### src/rtl/seg_scan_pkg.sv
// rtl/seg_scan_pkg.sv - shared types and segment codes for the digit scan controller
package seg_scan_pkg;

  typedef enum logic [1:0] {
    IDLE = 2'd0,
    SHOW = 2'd1,
    GAP  = 2'd2
  } state_e;

  // Segment order is {a,b,c,d,e,f,g}, active-high.
  localparam logic [6:0] SEG_BLANK = 7'b0000000;
  localparam logic [6:0] SEG_0     = 7'b1111110;
  localparam logic [6:0] SEG_1     = 7'b0110000;
  localparam logic [6:0] SEG_2     = 7'b1101101;
  localparam logic [6:0] SEG_3     = 7'b1111001;
  localparam logic [6:0] SEG_4     = 7'b0110011;
  localparam logic [6:0] SEG_5     = 7'b1011011;
  localparam logic [6:0] SEG_6     = 7'b1011111;
  localparam logic [6:0] SEG_7     = 7'b1110000;
  localparam logic [6:0] SEG_8     = 7'b1111111;
  localparam logic [6:0] SEG_9     = 7'b1111011;

endpackage

### src/rtl/seven_segment_decoder.sv
// rtl/seven_segment_decoder.sv - BCD nibble to seven-segment pattern, non-decimal nibbles blank
module seven_segment_decoder
  import seg_scan_pkg::*;
(
  input  logic [3:0] bcd,
  output logic [6:0] seg
);

  always_comb begin
    case (bcd)
      4'd0:    seg = SEG_0;
      4'd1:    seg = SEG_1;
      4'd2:    seg = SEG_2;
      4'd3:    seg = SEG_3;
      4'd4:    seg = SEG_4;
      4'd5:    seg = SEG_5;
      4'd6:    seg = SEG_6;
      4'd7:    seg = SEG_7;
      4'd8:    seg = SEG_8;
      4'd9:    seg = SEG_9;
      default: seg = SEG_BLANK;
    endcase
  end

endmodule

### src/rtl/seg_scan_ctrl.sv
// rtl/seg_scan_ctrl.sv - multiplexed seven-segment scan controller with frame-aligned value updates
// Optional leading-zero blanking: define SEG_SCAN_LEADING_ZERO_BLANK_EN.
module seg_scan_ctrl
  import seg_scan_pkg::*;
#(
  parameter int NUM_DIGITS  = 4,
  parameter int REFRESH_DIV = 1000,
  parameter int GAP_CYCLES  = 1
) (
  input  logic                    clk,
  input  logic                    rst,
  input  logic                    load,
  input  logic [4*NUM_DIGITS-1:0] value_in,
  output logic                    ready,
  output logic [6:0]              seg,
  output logic [NUM_DIGITS-1:0]   digit_en,
  output logic                    frame_done
);

  localparam int IDX_W   = $clog2(NUM_DIGITS);
  localparam int CNT_MAX = (REFRESH_DIV > GAP_CYCLES) ? REFRESH_DIV : GAP_CYCLES;
  localparam int CNT_W   = $clog2(CNT_MAX);

  state_e                  state_q, state_d;
  logic [IDX_W-1:0]        idx_q, idx_d;
  logic [CNT_W-1:0]        cnt_q, cnt_d;
  logic [4*NUM_DIGITS-1:0] disp_q, disp_d;
  logic [4*NUM_DIGITS-1:0] shadow_q, shadow_d;
  logic                    pend_q, pend_d;
  logic                    ready_q, frame_q;
  logic [6:0]              seg_q, seg_d;
  logic [NUM_DIGITS-1:0]   en_q, en_d;
  logic                    accept, wrap, blank;
  logic [3:0]              nib;
  logic [6:0]              dec_seg;

  always_comb begin
    state_d  = state_q;
    idx_d    = idx_q;
    cnt_d    = cnt_q;
    disp_d   = disp_q;
    shadow_d = shadow_q;
    pend_d   = pend_q;
    wrap     = 1'b0;
    accept   = load && ready_q;
    case (state_q)
      IDLE: begin
        if (accept) begin
          disp_d  = value_in;
          state_d = SHOW;
          idx_d   = '0;
          cnt_d   = '0;
        end
      end
      SHOW: begin
        if (cnt_q == CNT_W'(REFRESH_DIV - 1)) begin
          state_d = GAP;
          cnt_d   = '0;
        end else begin
          cnt_d = cnt_q + CNT_W'(1);
        end
      end
      GAP: begin
        if (cnt_q == CNT_W'(GAP_CYCLES - 1)) begin
          state_d = SHOW;
          cnt_d   = '0;
          if (idx_q == IDX_W'(NUM_DIGITS - 1)) begin
            idx_d = '0;
            wrap  = 1'b1;
          end else begin
            idx_d = idx_q + IDX_W'(1);
          end
        end else begin
          cnt_d = cnt_q + CNT_W'(1);
        end
      end
      default: state_d = IDLE;
    endcase
    if (accept && state_q != IDLE) begin
      shadow_d = value_in;
      pend_d   = 1'b1;
    end
    // A value captured on the wrap edge itself stays pending for the following frame.
    if (wrap && pend_q) begin
      disp_d = shadow_q;
      pend_d = 1'b0;
    end
  end

  // Outputs are registered, so decode looks at next-state index and display value.
  always_comb begin
    nib = 4'h0;
    for (int i = 0; i < NUM_DIGITS; i++) begin
      if (idx_d == IDX_W'(i)) nib = disp_d[4*i +: 4];
    end
  end

  seven_segment_decoder u_dec (
    .bcd (nib),
    .seg (dec_seg)
  );

`ifdef SEG_SCAN_LEADING_ZERO_BLANK_EN
  logic [IDX_W-1:0] msd;
  always_comb begin
    msd = '0;
    for (int i = 1; i < NUM_DIGITS; i++) begin
      if (disp_d[4*i +: 4] != 4'h0) msd = IDX_W'(i);
    end
    blank = (idx_d > msd);
  end
`else
  assign blank = 1'b0;
`endif

  always_comb begin
    seg_d = SEG_BLANK;
    en_d  = '0;
    if (state_d == SHOW) begin
      en_d  = NUM_DIGITS'(1) << idx_d;
      seg_d = blank ? SEG_BLANK : dec_seg;
    end
  end

  always_ff @(posedge clk or posedge rst) begin
    if (rst) begin
      state_q  <= IDLE;
      idx_q    <= '0;
      cnt_q    <= '0;
      disp_q   <= '0;
      shadow_q <= '0;
      pend_q   <= 1'b0;
      ready_q  <= 1'b1;
      frame_q  <= 1'b0;
      seg_q    <= SEG_BLANK;
      en_q     <= '0;
    end else begin
      state_q  <= state_d;
      idx_q    <= idx_d;
      cnt_q    <= cnt_d;
      disp_q   <= disp_d;
      shadow_q <= shadow_d;
      pend_q   <= pend_d;
      ready_q  <= !pend_d;
      frame_q  <= wrap;
      seg_q    <= seg_d;
      en_q     <= en_d;
    end
  end

  assign ready      = ready_q;
  assign seg        = seg_q;
  assign digit_en   = en_q;
  assign frame_done = frame_q;

endmodule

### config.mk
export PLATFORM = sky130hd
export DESIGN_NAME = seg_scan_ctrl
export DESIGN_NICKNAME = d
export VERILOG_FILES = /design/src/rtl/seg_scan_pkg.sv /design/src/rtl/seven_segment_decoder.sv /design/src/rtl/seg_scan_ctrl.sv
export SDC_FILE = /design/constraint.sdc
export NUM_CORES = 1
export LEC_CHECK = 0
export BUFFER_PORTS_ARGS = -buffer_cell sky130_fd_sc_hd__clkbuf_2
export CAP_MARGIN = 20
export CORE_MARGIN = 2
export CORE_UTILIZATION = 41
export DETAILED_ROUTE_END_ITERATION = 10
export SLEW_MARGIN = 20
export SYNTH_ARGS = -nofsm -noshare
export SYNTH_HDL_FRONTEND = slang
export SYNTH_SLANG_ARGS = --single-unit
### constraint.sdc
create_clock -name clk -period 4.2 [get_ports clk]
set_input_delay 0.42 -clock clk [delete_from_list [all_inputs] [get_ports clk]]
set_output_delay 0.42 -clock clk [all_outputs]
set_load 0.01 [all_outputs]
# == Yosys cells after proc, flatten, opt, wreduce, memory -nomap -nowiden ==
# Memories as Yosys holds them, arrays and structs flattened.
# Cells that the tools add are included.
# classes
n_addsub,2
n_eq_ne,9
shifts,1
n_mux,26
n_reduce_logical,10
# op_table
operator,count
16-bit two-way mux,3
10-bit two-way mux,3
10-bit one-hot mux with 3 select lines,1
4-bit two-way mux,5
2-bit two-way mux,6
10-bit by 1-bit adder with 10-bit output (second input constant),1
10-bit == test (second input constant),1
10-bit logical NOT,1
2-bit == test (second input constant),4
7-bit two-way mux,1
2-bit by 1-bit == test with 1-bit output (second input constant),3
2-bit one-hot mux with 3 select lines,1
1-bit two-way mux,5
2-bit logical NOT,2
2-bit one-hot mux with 2 select lines,1
1-bit by 2-bit << shifter with 4-bit output (first input constant),1
1-bit logical AND,3
3-bit nonzero test,1
2-bit by 1-bit adder with 2-bit output (second input constant),1
2-bit != test (second input constant),1
2-bit AND reduction,1
2-bit nonzero test,1
1-bit logical NOT,1
# totals
reg_bits,60
romBits,112
inputBits,19
output_inout_bits,13
wordCells,59
memories,1
# memory_table
memory,depth,width,rd,rd_ports_with_merged_regs,wr,line,source
(no name shown),16,7,1,0,0,seven_segment_decoder.sv:10,case (bcd)

# == Longest topological paths before layout ==
# Gate-level depths: netlist (run 1).
# An unclocked memory read counts as a cell.
# depth
word_depth,12
depth_mapped,15
depth_no_buf,13

# == By module ==
# From an unflattened synthesis (run 1), not the netlist that was laid out.
# unflattened
cells_unflattened,316
area_unflattened_um2,3246.9
# modules_own_cells
module,instances,cells_each,area_each_um2,seq_area_each_um2
seg_scan_ctrl,1,288,3027.9,1502.7
seven_segment_decoder,1,28,219.0,0.0

# == Least setup slack after synthesis (run 1) ==
# OpenSTA, ideal clock, no wires.
# synth_path
path_type,register to register
startpoint,register state_q[0]
endpoint,register seg_q[1] (netlist: seg[1])
t_arrival_ns,2.766
setup_slack_ns,1.335
stages_incl_launch_ff,14
period_less_slack_ns,2.865
path_cell_list,dfrtp_1 inv_1 ha_1 nand3_1 buf_2 buf_2 mux2i_1 a21oi_1 mux2_2 mux2i_2 inv_1 ha_1 nand2b_1 a311oi_1
# synth_via
elab_cells_between_ends,23
cone_classes,6 x eq/ne; 13 x mux; 3 x reduce/logical; 1 x memory
# synth_lines
element,line,source
from (decl),seg_scan_ctrl.sv:24,"state_e state_q, state_d;"
from (signal assigned),seg_scan_ctrl.sv:138,state_q <= state_d;
2-bit == test,seg_scan_ctrl.sv:46,case (state_q)
1-bit two-way mux,seg_scan_ctrl.sv:46,
1-bit logical AND,seg_scan_ctrl.sv:84,if (wrap && pend_q) begin
16-bit two-way mux *,seg_scan_ctrl.sv:84,
named net disp_d[5],seg_scan_ctrl.sv:27,"logic [4*NUM_DIGITS-1:0] disp_q, disp_d;"
4-bit two-way mux * (3 in a row),seg_scan_ctrl.sv:94,if (idx_d == IDX_W'(i)) nib = disp_d[4*i +: 4];
memory 16 x 7 bit *,-,
7-bit two-way mux *,seg_scan_ctrl.sv:119,if (state_d == SHOW) begin
named net seg_d[1],seg_scan_ctrl.sv:31,"logic [6:0] seg_q, seg_d;"
to (signal assigned),seg_scan_ctrl.sv:146,seg_q <= seg_d;
to (decl),seg_scan_ctrl.sv:31,
# The timed path passes the listed nets; every way through them passes the cells marked *.
# A chain may end at the register's enable or synchronous reset.

# == Worst setup path in the final report (run 1) ==
# layout_path
startpoint,register state_q[0]
endpoint,register seg_q[1] (netlist: seg[1])
# layout_via
elab_chain_len,10
elab_cells_between_ends,23
cone_classes,6 x eq/ne; 13 x mux; 3 x reduce/logical; 1 x memory
# layout_lines
element,line
2-bit == test,seg_scan_ctrl.sv:46
1-bit two-way mux,seg_scan_ctrl.sv:46
1-bit logical AND,seg_scan_ctrl.sv:84
16-bit two-way mux,seg_scan_ctrl.sv:84
4-bit two-way mux (4 in a row),seg_scan_ctrl.sv:94
memory 16 x 7 bit,-
7-bit two-way mux *,seg_scan_ctrl.sv:119
named net seg_d[1],seg_scan_ctrl.sv:31
# Marked as above.

==> impl_metrics.csv, run 1 <==
group,metric,value,unit
outcome,outcome,"finished, final reports clean",
clock_tree,cts_buffer_depth,2,
clock_tree,root_buffer,"clkbuf_8",
power_and_ir_drop,p_total,0.00208,W
route,drtAntennaViolNets,0,
die,die_area,7990,sq um
clock_tree,cts.repair.resized,0,
clock_tree,cts.clk_slew.worst_paths,0.07,ns
power_and_ir_drop,powerDensity,601,nW/um^2
clock_tree,postCtsSetupBuffers,0,
placement,post-place-ws,0.973,ns
global_routing,grt_max_degree,39,
global_routing,grt_pass1_wl,10.2,mm
route,viasPerCell,4.93,
timing,hold_viol,0,
setup_path,reg2reg_depth,11,
setup_path,crit_fanout,7,
setup_path,endpoint_kind,"register",
setup_path,critPathLaunchType,"register",
power_and_ir_drop,combPwrFrac,0.345,
clock_tree,cts_hold_buf,0,
synth,synth.avg_cell_area,10.1,sq um
final_layout,nFillCells,680,
final_layout,register_area,1500,sq um
synth,synthCells,297,
clock_tree,clock-sinks,60,
timing,min_period_over_period,0.771,
timing,rsz0062_at_grt,"false",
clock_tree,htreeDepth,3,
final_layout,nets,367,
power_and_ir_drop,leakage,1.79,nW
die,io_pins,32,
setup_path,crit_type,"register to register",
route,route.detailed.wl_per_inst,14.0,um
die,coreArea,7180,sq um
timing,clock_skew,0.00920,ns
route,drcViolationCount,0,
timing,setup_slack,0.961,ns
final_layout,n_antenna_cell,0,
timing,fin_tns_setup,0,ns
setup_path,cp-endpoint,"seg[1]",
power_and_ir_drop,clkPwrFrac,0.246,
timing,setup_viol,0,
timing,max_slew.worst_pin.slew,0.642,ns
flow_run,drv_cap,0,
die,die_w,89.4,um
die,initial_core_util,0.417,
power_and_ir_drop,sequentialPowerShare,0.409,
global_routing,grt.overflow.total,0,
setup_path,cp.required,4.43,ns
setup_path,ff2ff_setup_slack,0.96,ns
worst_hold_path,hold_class,"primary input to async pin",
synth,yosys_register_bits,60,
setup_path,crit_start,"state_q[0]",
global_routing,antenna_found_initial,0,
synth,synth_nets,329,
route,first_iter_violations,130,
route,dr.pass1.iters,4,
power_and_ir_drop,internal_power,0.00136,W
final_layout,multi_input_area,1410,sq um
die,rows,31,
final_layout,final_area,3460,sq um
global_routing,grt_pass1_vias,2048,
placement,gp_congestion,0.811,
power_and_ir_drop,switching_share,0.344,
final_layout,syn_to_final_growth,15.6,%
synth,ys_warn_count,0,
synth,yosysUniqueCellTypes,39,
synth,synth_area,2990,sq um
setup_path,critPathArrivalTime,3.47,ns
clock_tree,insertion_delay,0.34,ns
setup_path,r2r-start,"state_q[0]",
route,routed_wl,6.13,mm
synth,ys_seq_area_frac,0.503,
placement,io_buffers,31,
timing,drv_slew,0,
clock_tree,cts_made_buffers,9,
final_layout,drive_gt1_frac,0.206,
die,die_h,89.4,um
final_layout,finalNonFillerCells,438,
global_routing,grt_use_total,0.170,
route,dr_total_vias,2158,
placement,dpl.hpwl,4.21,mm
power_and_ir_drop,netSwitchingPower,0.000715,W
placement,dpl-instance-area,3270,sq um
timing,clock.fmax,309,MHz
timing,layout_min_cycle_time,3.24,ns
setup_path,r2r_end,"seg[1]",
clock_tree,cts_tree,"yes",
placement,placed_cells,423,
power_and_ir_drop,peakVddDrop,0.254,mV
timing,relSlewSlack,0.571,
## flip-flops by register name, summed over array words and instances (netlist names)
signal      cells
ready           1
shadow_q       16
seg             7
disp_q         16
cnt_q          10
pend_q          1
state_q         2
digit_en        4
idx_q           2
frame_done      1
## routing by layer
metal,vias up,GRT usage,part of all wire
li1,1081,-,-
met1,1028,0.248,0.51
met2,40,0.241,0.44
met3,9,0.0305,0.028
met4,0,0.0814,0.018
met5,-,0,0
## per-stage QoR
stage | hold WS (ns) | utilization
detailed placement | 0.448 | 0.455
global placement | 0.440 | 0.455
global route | 0.108 | 0.482
finish | 0.0734 | 0.482
CTS | 0.0756 | 0.482
floorplan | 0.428 | -
## cell usage in the layout, fill, tap and decap left out, types with 3 or more instances in the layout
cell,n
and4_1,4
nor2_1,26
nand3_1,5
mux2_2,4
a21oi_1,20
mux2_4,4
ha_1,13
xnor2_1,3
clkbuf_8,10
nand2b_1,4
nor2b_1,3
mux2i_1,22
inv_1,10
and2_1,4
clkbuf_2,31
dfrtp_1,59
xor2_1,3
nand2_1,62
o21ai_0,12
clkinv_2,3
and3_1,4
buf_4,5
## synthesized netlist by cell type
| cell type | n | area [sq um] |
|---|---|---|
| nand4_1 | 1 | 6.26 |
| nand3_1 | 5 | 25.0 |
| xor2_1 | 3 | 26.3 |
| and3_1 | 4 | 25.0 |
| o31a_1 | 1 | 8.76 |
| mux2_2 | 4 | 45.0 |
| xnor2_1 | 3 | 26.3 |
| a21oi_2 | 1 | 8.76 |
| ha_1 | 13 | 163 |
| nand2b_1 | 4 | 25.0 |
| a211oi_2 | 1 | 12.5 |
| nand2_1 | 62 | 233 |
| a21oi_1 | 20 | 100 |
| dfrtp_1 | 59 | 1480 |
| or3_1 | 1 | 6.26 |
| nand2_4 | 1 | 11.3 |
| a31oi_1 | 2 | 12.5 |
| a211oi_1 | 2 | 15.0 |
| dfstp_2 | 1 | 26.3 |
| o22ai_1 | 2 | 12.5 |
| mux2_4 | 4 | 60.1 |
| and4_1 | 4 | 35.0 |
| or2_2 | 1 | 6.26 |
| inv_1 | 11 | 41.3 |
| nor3_1 | 1 | 5.00 |
| mux2i_1 | 22 | 220 |
| nor2_1 | 26 | 97.6 |
| nor2b_1 | 3 | 18.8 |
| a311oi_1 | 2 | 17.5 |
| and2_1 | 4 | 25.0 |
| nor4b_4 | 1 | 23.8 |
| clkbuf_1 | 4 | 15.0 |
| o32ai_1 | 1 | 8.76 |
| o21ai_0 | 12 | 60.1 |
| o21ai_2 | 1 | 8.76 |
| nor4b_2 | 1 | 15.0 |
| buf_2 | 5 | 25.0 |
| mux2i_2 | 2 | 27.5 |
| o31ai_1 | 2 | 15.0 |
## area by class of cell
| type | count | area share |
|---|---|---|
| timing repair buffer | 36 | 0.0557 |
| inverter | 11 | 0.0119 |
| multi-input combinational | 217 | 0.407 |
| clock buffer | 10 | 0.0398 |
| tap | 99 | 0.0358 |
| clock inverter | 5 | 0.0152 |
| sequential | 60 | 0.435 |
## kinds of logic (layout without fill, tap and decap cells)
family | Yosys count | count (layout) | synth area share
AO/OA/AOI/OAI | 47 | 47 | 0.0937
XOR/XNOR | 6 | 6 | 0.0176
adder cells (fa/ha/maj) | 13 | 13 | 0.0544
buffers and inverters | 20 | 62 | 0.0272
flip-flops | 60 | 60 | 0.503
multiplexers | 32 | 32 | 0.118
AND/OR/NAND/NOR | 119 | 119 | 0.187
## power by group through the flow
stage | logic, W | clock network (W) | registers, W
finish | 0.000716 | 0.000510 | 0.000851
global route | 0.000813 | 0.000544 | 0.000877
CTS | 0.000720 | 0.000523 | 0.000852
detailed placement | 0.000719 | 0 | 0.000861
global placement | 0.000699 | 0 | 0.000857
floorplan | 0.000538 | 0 | 0.000858
## critical path: stages, from the launching register on
cell and delay, ns:
dfrtp_1 0.42, inv_1 0.11, ha_1 0.25, nor4b_2 0.30, a31oi_1 0.17, o21ai_0 0.18
o31a_1 0.47, mux2i_2 0.52, inv_1 0.13, ha_1 0.21, nand2b_1 0.14, a311oi_1 0.25
## how the worst min path moves through the flow
stage / endpoint
after global placement: shadow_q[10]
final: shadow_q[10]
after floorplan: ready
after detailed placement: shadow_q[10]
after global routing: seg[4]
after CTS: shadow_q[10]
No activity file was read; power rests on OpenSTA's default activity.
==> run 2, diff against run 1 <==
==> constraint.sdc (replaced) <==
create_clock -name clk -period 2.8 [get_ports clk]
set_input_delay 0.28 -clock clk [delete_from_list [all_inputs] [get_ports clk]]
set_output_delay 0.28 -clock clk [all_outputs]
set_load 0.01 [all_outputs]
==> impl_metrics.csv, run 2 (synthesis results as in run 1) <==
group,metric,value,unit
outcome,outcome,"finished, final reports clean",
route,drcViolationCount,0,
placement,gp_congestion,0.756,
setup_path,cp.required,3.06,ns
global_routing,grt.overflow.total,0,
setup_path,crit_fanout,6,
clock_tree,cts_buffer_depth,2,
final_layout,drive_gt1_frac,0.273,
timing,rsz0062_at_grt,"true",
timing,whs,0.000312,ns
setup_path,critPathLaunchType,"register",
placement,io_buffers,31,
setup_path,cpMaxStageDelayCell,"dfrtp_1",
final_layout,postLayoutCoreUtil,0.522,
final_layout,n_antenna_cell,0,
route,dr.pass1.iters,4,
timing,relSlewSlack,0.574,
clock_tree,htreeDepth,3,
die,die_w,89.4,um
setup_path,critPathMaxStageDelay,0.40,ns
timing,setup_slack,0.0713,ns
setup_path,cp_cell_sequence,"inv_2 > ha_4 > nor4b_4 > a31oi_4 > o21ai_4 > nand2_4 > buf_4 > mux2_4 > mux2_4 > mux2_4 > a211oi_2",
clock_tree,insertion_delay,0.34,ns
global_routing,grt_max_degree,34,
clock_tree,cts.clk_slew.worst_paths,0.07,ns
final_layout,mostFrequentLayoutCells,"nand2_1, dfrtp_1, clkbuf_2",
route,routed_wl,6.28,mm
timing,clock_skew,0.00929,ns
die,die_area,7990,sq um
timing,max_slew.worst_pin.slew,0.638,ns
clock_tree,cts_tree,"yes",
global_routing,antenna_found_initial,0,
setup_path,crit_family,"multiplexers",
power_and_ir_drop,peakVddDrop,0.413,mV
die,coreArea,7180,sq um
final_layout,syn_to_final_growth,25.3,%
global_routing,grt_pass1_vias,2005,
die,io_pins,32,
timing,min_period_over_period,0.975,
timing,drv_slew,0,
timing,hold_viol,0,
final_layout,nets,383,
setup_path,cp_common_cell,"mux2_4",
final_layout,layout_commonest_cell,"nand2_1",
clock_tree,root_buffer,"clkbuf_8",
placement,dpl.hpwl,4.21,mm
timing,clock.fmax,366,MHz
timing,layout_min_cycle_time,2.73,ns
route,route.detailed.wl_per_inst,13.8,um
clock_tree,clock-sinks,60,
global_routing,grt_use_total,0.166,
global_routing,grt_pass1_wl,9.78,mm
clock_tree,cts_made_buffers,9,
final_layout,biggestRegsByFlops,"disp_q: 16 flops, shadow_q: 16 flops, cnt_q: 10 flops",
final_layout,nFillCells,618,
setup_path,crit_type,"register to register",
worst_hold_path,hold_class,"primary input to async pin",
route,dr_total_vias,2211,
power_and_ir_drop,powerDensity,916,nW/um^2
die,die_h,89.4,um
power_and_ir_drop,leakage,1.91,nW
flow_run,drv_cap,0,
die,rows,31,
route,drtAntennaViolNets,0,
die,initial_core_util,0.417,
placement,post-place-ws,0.0567,ns
route,viasPerCell,4.87,
setup_path,endpoint_kind,"register",
setup_path,critPathBufInv,2,
setup_path,critPathArrivalTime,2.99,ns
route,first_iter_violations,84,
timing,setup_viol,0,
[run 2: changes by cell type in the layout (fill, tap and decap cells not counted), sizes merged]
cell / before / now
buf: 5 / 21
clkbuf: 41 / 43
clkinv: 3 / 1
bufinv: 1 / 2
clkinvlp: 1 / 0
[run 2: timing repair]
action,4_1_cts,5_1_grt
endpoints found under the setup margin,0,7
setup buffers,0,8
gates resized for setup,0,22
hold buffers,0,0
[run 2: worst paths after layout]
kind / endpoint / slack (ns) / startpoint / cells after the start
hold / removal: seg[6] / 0.0003 / rst / 2
min in group clk: shadow_q[6] / 0.15 / value_in[6] / 3
setup reg to reg: seg[6] / 0.07 / state_q[0] / 11
hold reg to reg: shadow_q[0] / 0.48 / shadow_q[0] / 2
setup / recovery: seg[6] / 0.07 / state_q[0] / 11
max in group asynchronous: shadow_q[8] / 2.20 / rst / 3
[run 2: area by class of cell]
| class | instances | area (sq um) | share of cell area |
|---|---|---|---|
| sequential | 60 | 1500 | 0.401 |
| clock inverter | 3 | 68.8 | 0.0184 |
| multi-input combinational | 217 | 1490 | 0.397 |
| timing repair buffer | 52 | 358 | 0.0955 |
| tap | 99 | 124 | 0.0331 |
| inverter | 11 | 41.3 | 0.0110 |
| clock buffer | 12 | 165 | 0.0441 |
[run 2: metrics by stage]
stage | area, sq um | power, W | cells | TNS (ns)
final | 3750 | 0.00343 | 454 | 0
after detailed placement | 3360 | 0.00242 | 431 | 0
after floorplan | 2990 | 0.00210 | 297 | 0
after global placement | 3360 | 0.00241 | 431 | 0
after CTS | 3600 | 0.00335 | 446 | 0
after global routing | 3750 | 0.00367 | 454 | -0.115
[run 2: metal layers]
metal | routed length (um) | global-route usage | part of all wire
met1 | 3120 | 0.237 | 0.50
met2 | 2820 | 0.234 | 0.45
met3 | 226 | 0.0452 | 0.036
met4 | 110 | 0.0773 | 0.018
met5 | 0 | 0 | 0
[run 2: report_power, final]
group	leakage (nW)	switching, W	internal (W)
clock network	0.119	0.000342	0.000571
registers	0.758	0.000116	0.00116
logic	1.03	0.000677	0.000568
total	1.91	0.00114	0.00230
==> run 3, diff against run 2 <==
--- a/config.mk
+++ b/config.mk
@@ -10,6 +10,8 @@
 export CORE_MARGIN = 2
 export CORE_UTILIZATION = 41
 export DETAILED_ROUTE_END_ITERATION = 10
+export HOLD_SLACK_MARGIN = 0.02
+export MAX_ROUTING_LAYER = met4
 export SLEW_MARGIN = 20
 export SYNTH_ARGS = -nofsm -noshare
 export SYNTH_HDL_FRONTEND = slang
==> impl_metrics.csv, run 3 (synthesis results as in run 1) <==
group,metric,value,unit
clock_tree,insertion_delay,0.34,ns
global_routing,grt_pass1_vias,1995,
route,routed_wl,6.27,mm
setup_path,critPathLaunchType,"register",
timing,rsz0062_at_grt,"true",
die,io_pins,32,
route,drcViolationCount,0,
route,route.detailed.wl_per_inst,13.8,um
placement,dpl.hpwl,4.21,mm
clock_tree,clock-sinks,60,
placement,gp_congestion,0.766,
die,rows,31,
timing,relSlewSlack,0.576,
setup_path,cp.required,3.06,ns
route,drtAntennaViolNets,0,
final_layout,finalNonFillerCells,455,
final_layout,biggestRegsByFlops,"disp_q: 16 flops, shadow_q: 16 flops, cnt_q: 10 flops",
global_routing,grt_max_degree,34,
final_layout,final_area,3760,sq um
die,die_area,7990,sq um
worst_hold_path,hold_class,"primary input to register",
final_layout,n_antenna_cell,0,
flow_run,drv_cap,0,
route,dr.pass1.iters,4,
clock_tree,cts_made_buffers,9,
timing,min_period_over_period,0.977,
clock_tree,cts.clk_slew.worst_paths,0.07,ns
global_routing,grt.busiest_layer,"met1",
clock_tree,cts_buffer_depth,2,
timing,layout_min_cycle_time,2.73,ns
route,dr_total_vias,2214,
die,initial_core_util,0.417,
power_and_ir_drop,sequentialPowerShare,0.371,
final_layout,mostFrequentLayoutCells,"nand2_1, dfrtp_1, clkbuf_2",
die,die_w,89.4,um
route,first_iter_violations,81,
global_routing,antenna_found_initial,0,
final_layout,drive_gt1_frac,0.272,
power_and_ir_drop,peakVddDrop,0.413,mV
global_routing,grt.overflow.total,0,
route,viasPerCell,4.87,
power_and_ir_drop,powerDensity,914,nW/um^2
power_and_ir_drop,switching_share,0.331,
power_and_ir_drop,clkPwrFrac,0.266,
power_and_ir_drop,combPwrFrac,0.363,
setup_path,endpoint_kind,"register",
die,die_h,89.4,um
timing,whs,0.152,ns
setup_path,crit_type,"register to register",
power_and_ir_drop,netSwitchingPower,0.00113,W
final_layout,nets,384,
outcome,outcome,"finished, final reports clean",
final_layout,syn_to_final_growth,25.6,%
setup_path,critPathArrivalTime,2.99,ns
global_routing,grt_util_met3,0.0416,
clock_tree,root_buffer,"clkbuf_8",
power_and_ir_drop,leakage,1.91,nW
timing,hold_viol,0,
power_and_ir_drop,internal_power,0.00230,W
final_layout,postLayoutCoreUtil,0.523,
global_routing,grt_pass1_wl,9.74,mm
global_routing,grt_use_total,0.171,
setup_path,crit_fanout,6,
final_layout,layout_commonest_cell,"nand2_1",
die,coreArea,7180,sq um
placement,placed_cells,431,
clock_tree,cts_tree,"yes",
timing,clock_skew,0.00871,ns
timing,clock.fmax,366,MHz
placement,io_buffers,31,
timing,drv_slew,0,
clock_tree,htreeDepth,3,
timing,max_slew.worst_pin.slew,0.636,ns
global_routing,grtUsageMet2,0.234,
timing,setup_viol,0,
global_routing,grt.met1_usage,0.237,
placement,dpl-instance-area,3360,sq um
run 3: cell types whose count changed in the layout (fill, tap and decap cells not counted), sizes merged:
cell | previous run | this run
dlygate4sd3 | 0 | 1
run 3: worst paths after layout:
check                           slack (ns)  cells past startpoint    startpoint            to
worst max-delay path                  0.07                     11    state_q[0]        seg[6]
worst min-delay path                  0.15                      3  value_in[11]  shadow_q[11]
worst max register to register        0.07                     11    state_q[0]        seg[6]
worst min register to register        0.48                      2   shadow_q[8]   shadow_q[8]
max in group asynchronous             1.65                      4           rst  shadow_q[12]
min in group asynchronous             0.55                      3           rst        seg[6]
run 3: layout make-up:
| class | count | area [sq um] |
|---|---|---|
| tap | 99 | 124 |
| sequential | 60 | 1500 |
| clock buffer | 12 | 165 |
| multi-input combinational | 217 | 1490 |
| clock inverter | 3 | 68.8 |
| fill | 617 | 3420 |
| timing repair buffer | 53 | 368 |
| inverter | 11 | 41.3 |
run 3: power groups by stage:
stage	logic, W	registers (W)	clock network (W)
floorplan	0.000809	0.00129	0
global placement	0.00113	0.00128	0
detailed placement	0.00114	0.00128	0
CTS	0.00115	0.00127	0.000931
global route	0.00139	0.00130	0.000981
finish	0.00125	0.00127	0.000912
run 3: through the flow:
stage	setup TNS, ns	power (W)	setup slack (ns)
2_1_floorplan	0	0.00210	0.00583
3_3_place_gp	0	0.00241	0.124
3_5_place_dp	0	0.00242	0.0567
4_1_cts	0	0.00335	0.0191
5_1_grt	-0.118	0.00367	-0.0551
6_report	0	0.00343	0.0655
run 3: timing repair:
item	CTS	global route
buffers inserted	0	8
resized for setup	0	22
hold buffers	1	0
endpoints found under the hold margin	5	0
endpoints found under the setup margin	0	7
run 3: metal layers:
| layer | vias up | wire length, um |
|---|---|---|
| met4 | 0 | 124 |
| li1 | 1122 | - |
| met3 | 15 | 187 |
| met1 | 1037 | 3180 |
| met2 | 40 | 2780 |
| met5 | - | 0 |
run 3: critical path, cell delays in order (launching register included):
cell	delay (ns)
dfrtp_1	0.40
inv_2	0.10
ha_4	0.14
nor4b_4	0.29
a31oi_4	0.17
o21ai_4	0.22
nand2_4	0.11
buf_4	0.15
mux2_4	0.31
mux2_4	0.30
mux2_4	0.31
a211oi_2	0.17
